## src/rtl/logic_unit_pkg.sv

```systemverilog
// ----------------------------------------------------------------------------
// logic_unit_pkg
// Shared definitions for the logic_unit_arbiter slice:
//   - opcode constants for the shared 2-input bitwise gate evaluator
//   - FSM state encoding (IDLE / EXEC / DONE, 2 bits)
//   - logic_eval(): single-bit gate evaluation, replicated per bit by users
// ----------------------------------------------------------------------------
package logic_unit_pkg;

    localparam logic [1:0] OP_AND  = 2'b00;
    localparam logic [1:0] OP_OR   = 2'b01;
    localparam logic [1:0] OP_XOR  = 2'b10;
    localparam logic [1:0] OP_NAND = 2'b11;

    typedef enum logic [1:0] {
        IDLE = 2'b00,
        EXEC = 2'b01,
        DONE = 2'b10
    } state_e;

    // One bit of the gate datapath; callers apply it across the operand width.
    function automatic logic logic_eval(input logic [1:0] op, input logic a, input logic b);
        logic y;
        case (op)
            OP_AND:  y = a & b;
            OP_OR:   y = a | b;
            OP_XOR:  y = a ^ b;
            default: y = ~(a & b);
        endcase
        return y;
    endfunction

endpackage

```

## src/rtl/logic_unit_arbiter_if.sv

```systemverilog
// ----------------------------------------------------------------------------
// logic_unit_arbiter_if
// Request and response handshake bundle of the shared logic unit.
//   req_valid/req_ready : per-requester request handshake (NREQ bits each)
//   req_op              : 2-bit opcode per requester, slice i at [2i+1:2i]
//   req_a/req_b         : WIDTH-bit operands per requester, slice i
//   rsp_valid/rsp_ready : single response handshake
//   rsp_id/rsp_y        : owning requester index and result
// modport master: requesters + response consumer; modport slave: the arbiter.
// ----------------------------------------------------------------------------
interface logic_unit_arbiter_if #(
    parameter int NREQ  = 4,
    parameter int WIDTH = 1
);
    localparam int IDW = $clog2(NREQ);

    logic [NREQ-1:0]       req_valid;
    logic [NREQ-1:0]       req_ready;
    logic [2*NREQ-1:0]     req_op;
    logic [WIDTH*NREQ-1:0] req_a;
    logic [WIDTH*NREQ-1:0] req_b;
    logic                  rsp_valid;
    logic                  rsp_ready;
    logic [IDW-1:0]        rsp_id;
    logic [WIDTH-1:0]      rsp_y;

    modport master (
        output req_valid, req_op, req_a, req_b, rsp_ready,
        input  req_ready, rsp_valid, rsp_id, rsp_y
    );

    modport slave (
        input  req_valid, req_op, req_a, req_b, rsp_ready,
        output req_ready, rsp_valid, rsp_id, rsp_y
    );

endinterface

```

## src/rtl/logic_unit_arbiter_rr_arbiter.sv

```systemverilog
// ----------------------------------------------------------------------------
// rr_arbiter
// Combinational round-robin search: the first set bit of req examined in the
// order ptr, ptr+1, ... wrapping modulo NREQ.
//   req       : request vector
//   ptr       : search start (always < NREQ)
//   grant     : one-hot grant (all zero when no request)
//   grant_idx : index of the granted bit
//   grant_any : at least one request present
// ----------------------------------------------------------------------------
module rr_arbiter #(
    parameter int NREQ = 4
) (
    input  logic [NREQ-1:0]         req,
    input  logic [$clog2(NREQ)-1:0] ptr,
    output logic [NREQ-1:0]         grant,
    output logic [$clog2(NREQ)-1:0] grant_idx,
    output logic                    grant_any
);
    localparam int IDW = $clog2(NREQ);

    // Candidate index for each search position; one extra bit so ptr+gi can
    // exceed NREQ-1 before the single conditional wrap.
    logic [IDW:0]   sum  [NREQ];
    logic [IDW-1:0] cand [NREQ];

    genvar gi;
    generate
        for (gi = 0; gi < NREQ; gi++) begin : g_cand
            assign sum[gi]  = {1'b0, ptr} + (IDW+1)'(gi);
            assign cand[gi] = (sum[gi] >= (IDW+1)'(NREQ)) ?
                              IDW'(sum[gi] - (IDW+1)'(NREQ)) : sum[gi][IDW-1:0];
        end
    endgenerate

    // Scan from the farthest position back so the nearest hit wins.
    always_comb begin
        grant_idx = '0;
        grant_any = 1'b0;
        for (int k = NREQ - 1; k >= 0; k--) begin
            if (req[cand[k]]) begin
                grant_idx = cand[k];
                grant_any = 1'b1;
            end
        end
        grant            = '0;
        grant[grant_idx] = grant_any;
    end

endmodule

```

## src/rtl/logic_unit_arbiter.sv

```systemverilog
// ----------------------------------------------------------------------------
// logic_unit_arbiter
// Time-multiplexes one registered bitwise logic unit (AND/OR/XOR/NAND) among
// NREQ requesters with round-robin arbitration.
//   clk, rst    : rising-edge clock, synchronous active-high reset
//   bus (slave) : request/response handshakes, see logic_unit_arbiter_if
//   busy        : high while an operation is in EXEC or DONE
//   grant_count : 16-bit saturating count of accepted requests, present only
//                 when LOGIC_UNIT_ARB_STATS_EN is defined
// Flow: IDLE (accept one request) -> EXEC (evaluate, register result)
//       -> DONE (hold response until rsp_ready) -> IDLE.
// ----------------------------------------------------------------------------
module logic_unit_arbiter
    import logic_unit_pkg::*;
#(
    parameter int NREQ  = 4,
    parameter int WIDTH = 1
) (
    input  logic                 clk,
    input  logic                 rst,
    logic_unit_arbiter_if.slave  bus,
    output logic                 busy
`ifdef LOGIC_UNIT_ARB_STATS_EN
    ,
    output logic [15:0]          grant_count
`endif
);
    localparam int IDW = $clog2(NREQ);

    state_e           state_reg, state_next;
    logic [IDW-1:0]   rr_ptr_reg;
    logic [1:0]       op_reg;
    logic [WIDTH-1:0] a_reg, b_reg;
    logic [IDW-1:0]   id_reg;
    logic [IDW-1:0]   rsp_id_reg;
    logic [WIDTH-1:0] rsp_y_reg;
    logic [WIDTH-1:0] y_comb;

    logic [NREQ-1:0]  grant;
    logic [IDW-1:0]   grant_idx;
    logic             grant_any;
    logic [NREQ-1:0]  req_ready_c;
    logic             accept;
    logic             rsp_done;

    rr_arbiter #(.NREQ(NREQ)) u_rr (
        .req       (bus.req_valid),
        .ptr       (rr_ptr_reg),
        .grant     (grant),
        .grant_idx (grant_idx),
        .grant_any (grant_any)
    );

    always_ff @(posedge clk) begin
        if (rst) state_reg <= IDLE;
        else     state_reg <= state_next;
    end

    // req_ready is masked during reset so nothing is accepted on a reset edge.
    always_comb begin
        state_next  = state_reg;
        req_ready_c = '0;
        accept      = 1'b0;
        rsp_done    = 1'b0;
        case (state_reg)
            IDLE: begin
                if (grant_any && !rst) begin
                    req_ready_c = grant;
                    accept      = 1'b1;
                    state_next  = EXEC;
                end
            end
            EXEC: state_next = DONE;
            DONE: begin
                if (bus.rsp_ready) begin
                    rsp_done   = 1'b1;
                    state_next = IDLE;
                end
            end
            default: state_next = IDLE;
        endcase
    end

    genvar gi;
    generate
        for (gi = 0; gi < WIDTH; gi++) begin : g_eval
            assign y_comb[gi] = logic_eval(op_reg, a_reg[gi], b_reg[gi]);
        end
    endgenerate

    always_ff @(posedge clk) begin
        if (rst) begin
            rr_ptr_reg <= '0;
            op_reg     <= OP_AND;
            a_reg      <= '0;
            b_reg      <= '0;
            id_reg     <= '0;
            rsp_id_reg <= '0;
            rsp_y_reg  <= '0;
        end else begin
            if (accept) begin
                op_reg <= bus.req_op[2*grant_idx +: 2];
                a_reg  <= bus.req_a[WIDTH*grant_idx +: WIDTH];
                b_reg  <= bus.req_b[WIDTH*grant_idx +: WIDTH];
                id_reg <= grant_idx;
            end
            if (state_reg == EXEC) begin
                rsp_y_reg  <= y_comb;
                rsp_id_reg <= id_reg;
            end
            // Next search starts just past the requester that was served.
            if (rsp_done) begin
                rr_ptr_reg <= (id_reg == IDW'(NREQ - 1)) ? '0 : id_reg + 1'b1;
            end
        end
    end

`ifdef LOGIC_UNIT_ARB_STATS_EN
    logic [15:0] grant_count_reg;

    always_ff @(posedge clk) begin
        if (rst)                                    grant_count_reg <= '0;
        else if (accept && grant_count_reg != 16'hFFFF) grant_count_reg <= grant_count_reg + 16'd1;
    end

    assign grant_count = grant_count_reg;
`endif

    assign bus.req_ready = req_ready_c;
    assign bus.rsp_valid = (state_reg == DONE);
    assign bus.rsp_id    = rsp_id_reg;
    assign bus.rsp_y     = rsp_y_reg;
    assign busy          = (state_reg != IDLE);

endmodule

```

## src/flat_wrapper.sv

```systemverilog
// flat-port wrapper written by rule: the top's interface ports become plain ports
module logic_unit_arbiter_flat import logic_unit_pkg::*;
#(
    parameter int NREQ  = 4,
    parameter int WIDTH = 1
)
  (clk, rst, busy, bus_req_valid, bus_req_op, bus_req_a, bus_req_b, bus_rsp_ready, bus_req_ready, bus_rsp_valid, bus_rsp_id, bus_rsp_y);
  logic_unit_arbiter_if #(.NREQ(NREQ), .WIDTH(WIDTH)) bus_i ();
  input  logic clk;
  input  logic rst;
  output logic busy;
  input wire logic [$bits(bus_i.req_valid)-1:0] bus_req_valid;
  input wire logic [$bits(bus_i.req_op)-1:0] bus_req_op;
  input wire logic [$bits(bus_i.req_a)-1:0] bus_req_a;
  input wire logic [$bits(bus_i.req_b)-1:0] bus_req_b;
  input wire logic [$bits(bus_i.rsp_ready)-1:0] bus_rsp_ready;
  output wire logic [$bits(bus_i.req_ready)-1:0] bus_req_ready;
  output wire logic [$bits(bus_i.rsp_valid)-1:0] bus_rsp_valid;
  output wire logic [$bits(bus_i.rsp_id)-1:0] bus_rsp_id;
  output wire logic [$bits(bus_i.rsp_y)-1:0] bus_rsp_y;
  assign bus_i.req_valid = bus_req_valid;
  assign bus_i.req_op = bus_req_op;
  assign bus_i.req_a = bus_req_a;
  assign bus_i.req_b = bus_req_b;
  assign bus_i.rsp_ready = bus_rsp_ready;
  assign bus_req_ready = bus_i.req_ready;
  assign bus_rsp_valid = bus_i.rsp_valid;
  assign bus_rsp_id = bus_i.rsp_id;
  assign bus_rsp_y = bus_i.rsp_y;
  logic_unit_arbiter #(.NREQ(NREQ), .WIDTH(WIDTH)) u_core (.clk(clk), .rst(rst), .bus(bus_i), .busy(busy));
endmodule
```

## config.mk

```make
export PLATFORM = sky130hd
export DESIGN_NAME = logic_unit_arbiter_flat
export DESIGN_NICKNAME = d
export VERILOG_FILES = /design/src/rtl/logic_unit_pkg.sv /design/src/rtl/logic_unit_arbiter_if.sv /design/src/rtl/logic_unit_arbiter_rr_arbiter.sv /design/src/rtl/logic_unit_arbiter.sv /design/src/flat_wrapper.sv
export SDC_FILE = /design/constraint.sdc
export NUM_CORES = 1
export LEC_CHECK = 0
export ABC_CLOCK_PERIOD_IN_PS = 2700
export CORE_UTILIZATION = 47
export CTS_CLUSTER_SIZE = 12
export DETAILED_ROUTE_END_ITERATION = 10
export PLACE_DENSITY = 0.84
export SLEW_MARGIN = 15
export SYNTH_ARGS = -nofsm -noshare
export SYNTH_HDL_FRONTEND = slang
export SYNTH_HIERARCHICAL = 1
export SYNTH_SLANG_ARGS = --single-unit
```

## constraint.sdc

```tcl
create_clock -name clk -period 2.7 [get_ports clk]
set_input_delay 0.54 -clock clk [delete_from_list [all_inputs] [get_ports clk]]
set_output_delay 0.54 -clock clk [all_outputs]
set_load 0.01 [all_outputs]
```

==> results.py <==
metrics = {
    "grt": {
        "grt_use_total": 0.211,
        "grt_overflow": 0,
        "first_global_vias": 771,
        "grt_max_degree": 14,
        "antenna_found_initial": 0,
        "grt_pass1_wl_mm": 3.13,
    },
    "power": {
        "clkPwrFrac": 0.235,
        "powerDensity_nw_per_um2": 402,
        "ir_drop_mv": 0.198,
        "p_leak_nw": 0.533,
        "swShare": 0.285,
        "netSwitchingPower_mw": 0.144,
        "comb_power_share": 0.326,
        "p_int_mw": 0.362,
        "seq_power_share": 0.438,
        "total_power_mw": 0.506,
    },
    "critical_path": {
        "startpoint": "bus_req_valid[3]",
        "crit_required_ps": 2160,
        "path_class": "in2out",
        "cp.arrival_ps": 2080,
        "cp_max_fo": 5,
        "worstSetupStartpointType": "primary input",
        "crit_buf_inv": 2,
        "critPathTopFamily": "buffers and inverters",
        "max_stage_delay_ps": 500,
        "cp_cell_sequence": "clkdlybuf4s50_1 > nor2_1 > nand2_1 > or3b_4 > nor2_8 > and2_1 > dlygate4sd2_1",
        "cp-end-kind": "output pin",
        "worstReg2RegStart": "u_core/rr_ptr_reg[0]",
        "cp_slowest_cell": "clkdlybuf4s50_1",
    },
    "logic_synthesis": {
        "post_synth_instance_area_sq_um": 875,
        "synthDistinctLibCells": 34,
        "synth_top_family_by_area": "simple AND/OR/NAND/NOR gates",
        "syn_avg_cell_area_sq_um": 8.83,
        "synth_area_leaders": "dfxtp_1 30%, mux4_2 10%, nand2_1 6.4%",
        "syn_inst": 99,
        "muxShareOfSynthArea": 0.173,
        "yosysSeqAreaShare": 0.298,
        "synth_top_cell_area_share": 0.298,
        "yosysTopAreaCell": "dfxtp_1",
        "synth_seq_cells": 13,
        "synth-adder-area-share": 0.0429,
        "synth_xor_xnor_area_share": 0,
        "synth_simple_gate_area_frac": 0.269,
        "syn-num-nets": 125,
        "ys_warn_count": 6,
        "synth_compound_area_frac": 0.160,
    },
    "sta": {
        "final-setup-viol-count": 0,
        "finalCriticalPeriod_ps": 2620,
        "hold_violations": 0,
        "drv_slew": 0,
        "timing.fmax_mhz": 382,
        "setup_tns_ps": 0,
        "finalCritPeriodShare": 0.970,
        "rsz0062_at_grt": "false",
        "skew_ps": 1.76,
        "tightestPinTransition_ps": 652,
        "slew_headroom": 0.564,
    },
    "die": {
        "coreArea_sq_um": 1730,
        "chipHeight_um": 45.1,
        "num_io_pins": 32,
        "dieArea_sq_um": 2040,
        "rows": 15,
        "die_w_um": 45.1,
        "initial_core_util": 0.507,
    },
    "final_layout": {
        "final_nets": 164,
        "drive_gt1_frac": 0.153,
        "area_delta_synth_final_pct": 44.1,
        "n_antenna_cell": 0,
    },
    "clocking": {
        "cts_max_path_buffers": 2,
        "clkSinkCount": 13,
        "insertion_delay_ps": 270,
        "cts_root_buffer": "clkbuf_4",
        "cts_buffers": 3,
        "post-cts-setup-buffer-count": 0,
        "htreeDepth": 1,
        "cts_tree": "built",
        "cts_hold_buf": 0,
        "clkTransAtPathRegs_ps": 70,
    },
    "placed_design": {
        "hpwl_mm": 1.53,
        "gp_congestion": 0.941,
        "portBuffers": 31,
    },
    "flow_run": {
        "maxCapViolations": 0,
    },
    "detailed_routing": {
        "drt_iter0_markers": 26,
        "num_vias": 867,
        "ant_nets": 0,
        "wire_per_inst_um": 11.9,
        "drcViolationCount": 0,
        "first_pass_iters": 4,
        "totalWireLength_mm": 1.94,
        "routed_via_density": 5.35,
    },
    "hold_path": {
        "hold_path_class": "reg2reg",
        "min-delay-start": "u_core/b_reg",
    },
    "status": {
        "outcome": "finished, final reports clean",
    },
}
## timing repair
action / 4_1_cts / 5_1_grt
resized for setup: 6 / 0
endpoints found under the setup margin: 4 / 0
hold endpoints to repair: 0 / 0
## worst register-to-register path, stage by stage, from the launching register on
cell,delay [ps]
dfxtp_1,490
nor2_1,100
o21bai_1,170
a221oi_2,230
buf_4,200
mux4_2,490
nand2_1,100
a21oi_1,60
## final timing paths
| kind | end | slack, ps | cells past startpoint |
|---|---|---|---|
| setup reg to reg | u_core/op_reg[0] | 760 | 7 |
| hold reg to reg | u_core/b_reg | 480 | 2 |
| setup / recovery | bus_req_ready[1] | 80 | 7 |
| hold / removal | u_core/b_reg | 480 | 2 |
## metrics by stage
stage               hold slack (ps)  cell area [sq um]  cells  setup WS [ps]   util
floorplan                       450                875     99            660      -
global placement                464               1240    158           -204  0.717
detailed placement              469               1240    158           -266  0.717
CTS                             480               1260    162           89.6  0.730
global route                    511               1260    162           8.50  0.730
finish                          481               1260    162           80.7  0.730
## layout make-up
type,count,area (sq um)
tap,25,31.3
timing repair buffer,39,364
fill,146,467
multi-input combinational,78,567
clock buffer,4,26.3
sequential,13,260
inverter,3,11.3
## power groups by stage
stage	registers, mW	logic (mW)	clock network [mW]
6_report	0.222	0.165	0.119
5_1_grt	0.224	0.182	0.130
3_5_place_dp	0.226	0.165	0
4_1_cts	0.222	0.166	0.121
3_3_place_gp	0.225	0.161	0
2_1_floorplan	0.223	0.0983	0
## synthesized netlist by cell type (all sizes together)
master,instances
nand2,15
dfxtp,13
a21oi,11
nor2,9
mux2i,5
and2,4
buf,4
mux4,4
nand2b,4
ha,3
inv,3
nor2b,3
nand3b,2
nor3,2
a21o,1
a221oi,1
and3,1
clkbuf,1
mux2,1
nor3b,1
o21a,1
o21ai,1
o21bai,1
o221a,1
o22a,1
o22ai,1
o31a,1
o31ai,1
or2,1
or3,1
or3b,1
## cell families (layout without fill, tap and decap cells)
kind of cell,Yosys count,count (layout)
multiplexers,10,10
AO/OA/AOI/OAI,21,21
flip-flops,13,13
buffers and inverters,8,46
AND/OR/NAND/NOR,44,44
adder cells (fa/ha/maj),3,3
## layer usage
| layer | share of wire | vias to the layer above | track usage |
|---|---|---|---|
| li1 | - | 427 | - |
| met1 | 0.42 | 399 | 0.259 |
| met3 | 0.058 | 0 | 0.0280 |
| met4 | 0 | 0 | 0.0909 |
| met2 | 0.53 | 41 | 0.365 |
| met5 | 0 | - | 0 |
## layout by cell type, fill, tap and decap left out, types with 4 or more instances in the layout
cell             synthesis  final
mux2i_1                  5      5
dfxtp_1                 13     13
buf_4                    1      8
nand2_1                 15     15
nor2_1                   8      8
dlygate4sd2_1            0      5
and2_1                   4      4
a21oi_1                 11     11
mux4_2                   4      4
nand2b_1                 4      4
clkdlybuf4s50_1          0     26
(Power assumes the default switching activity.)
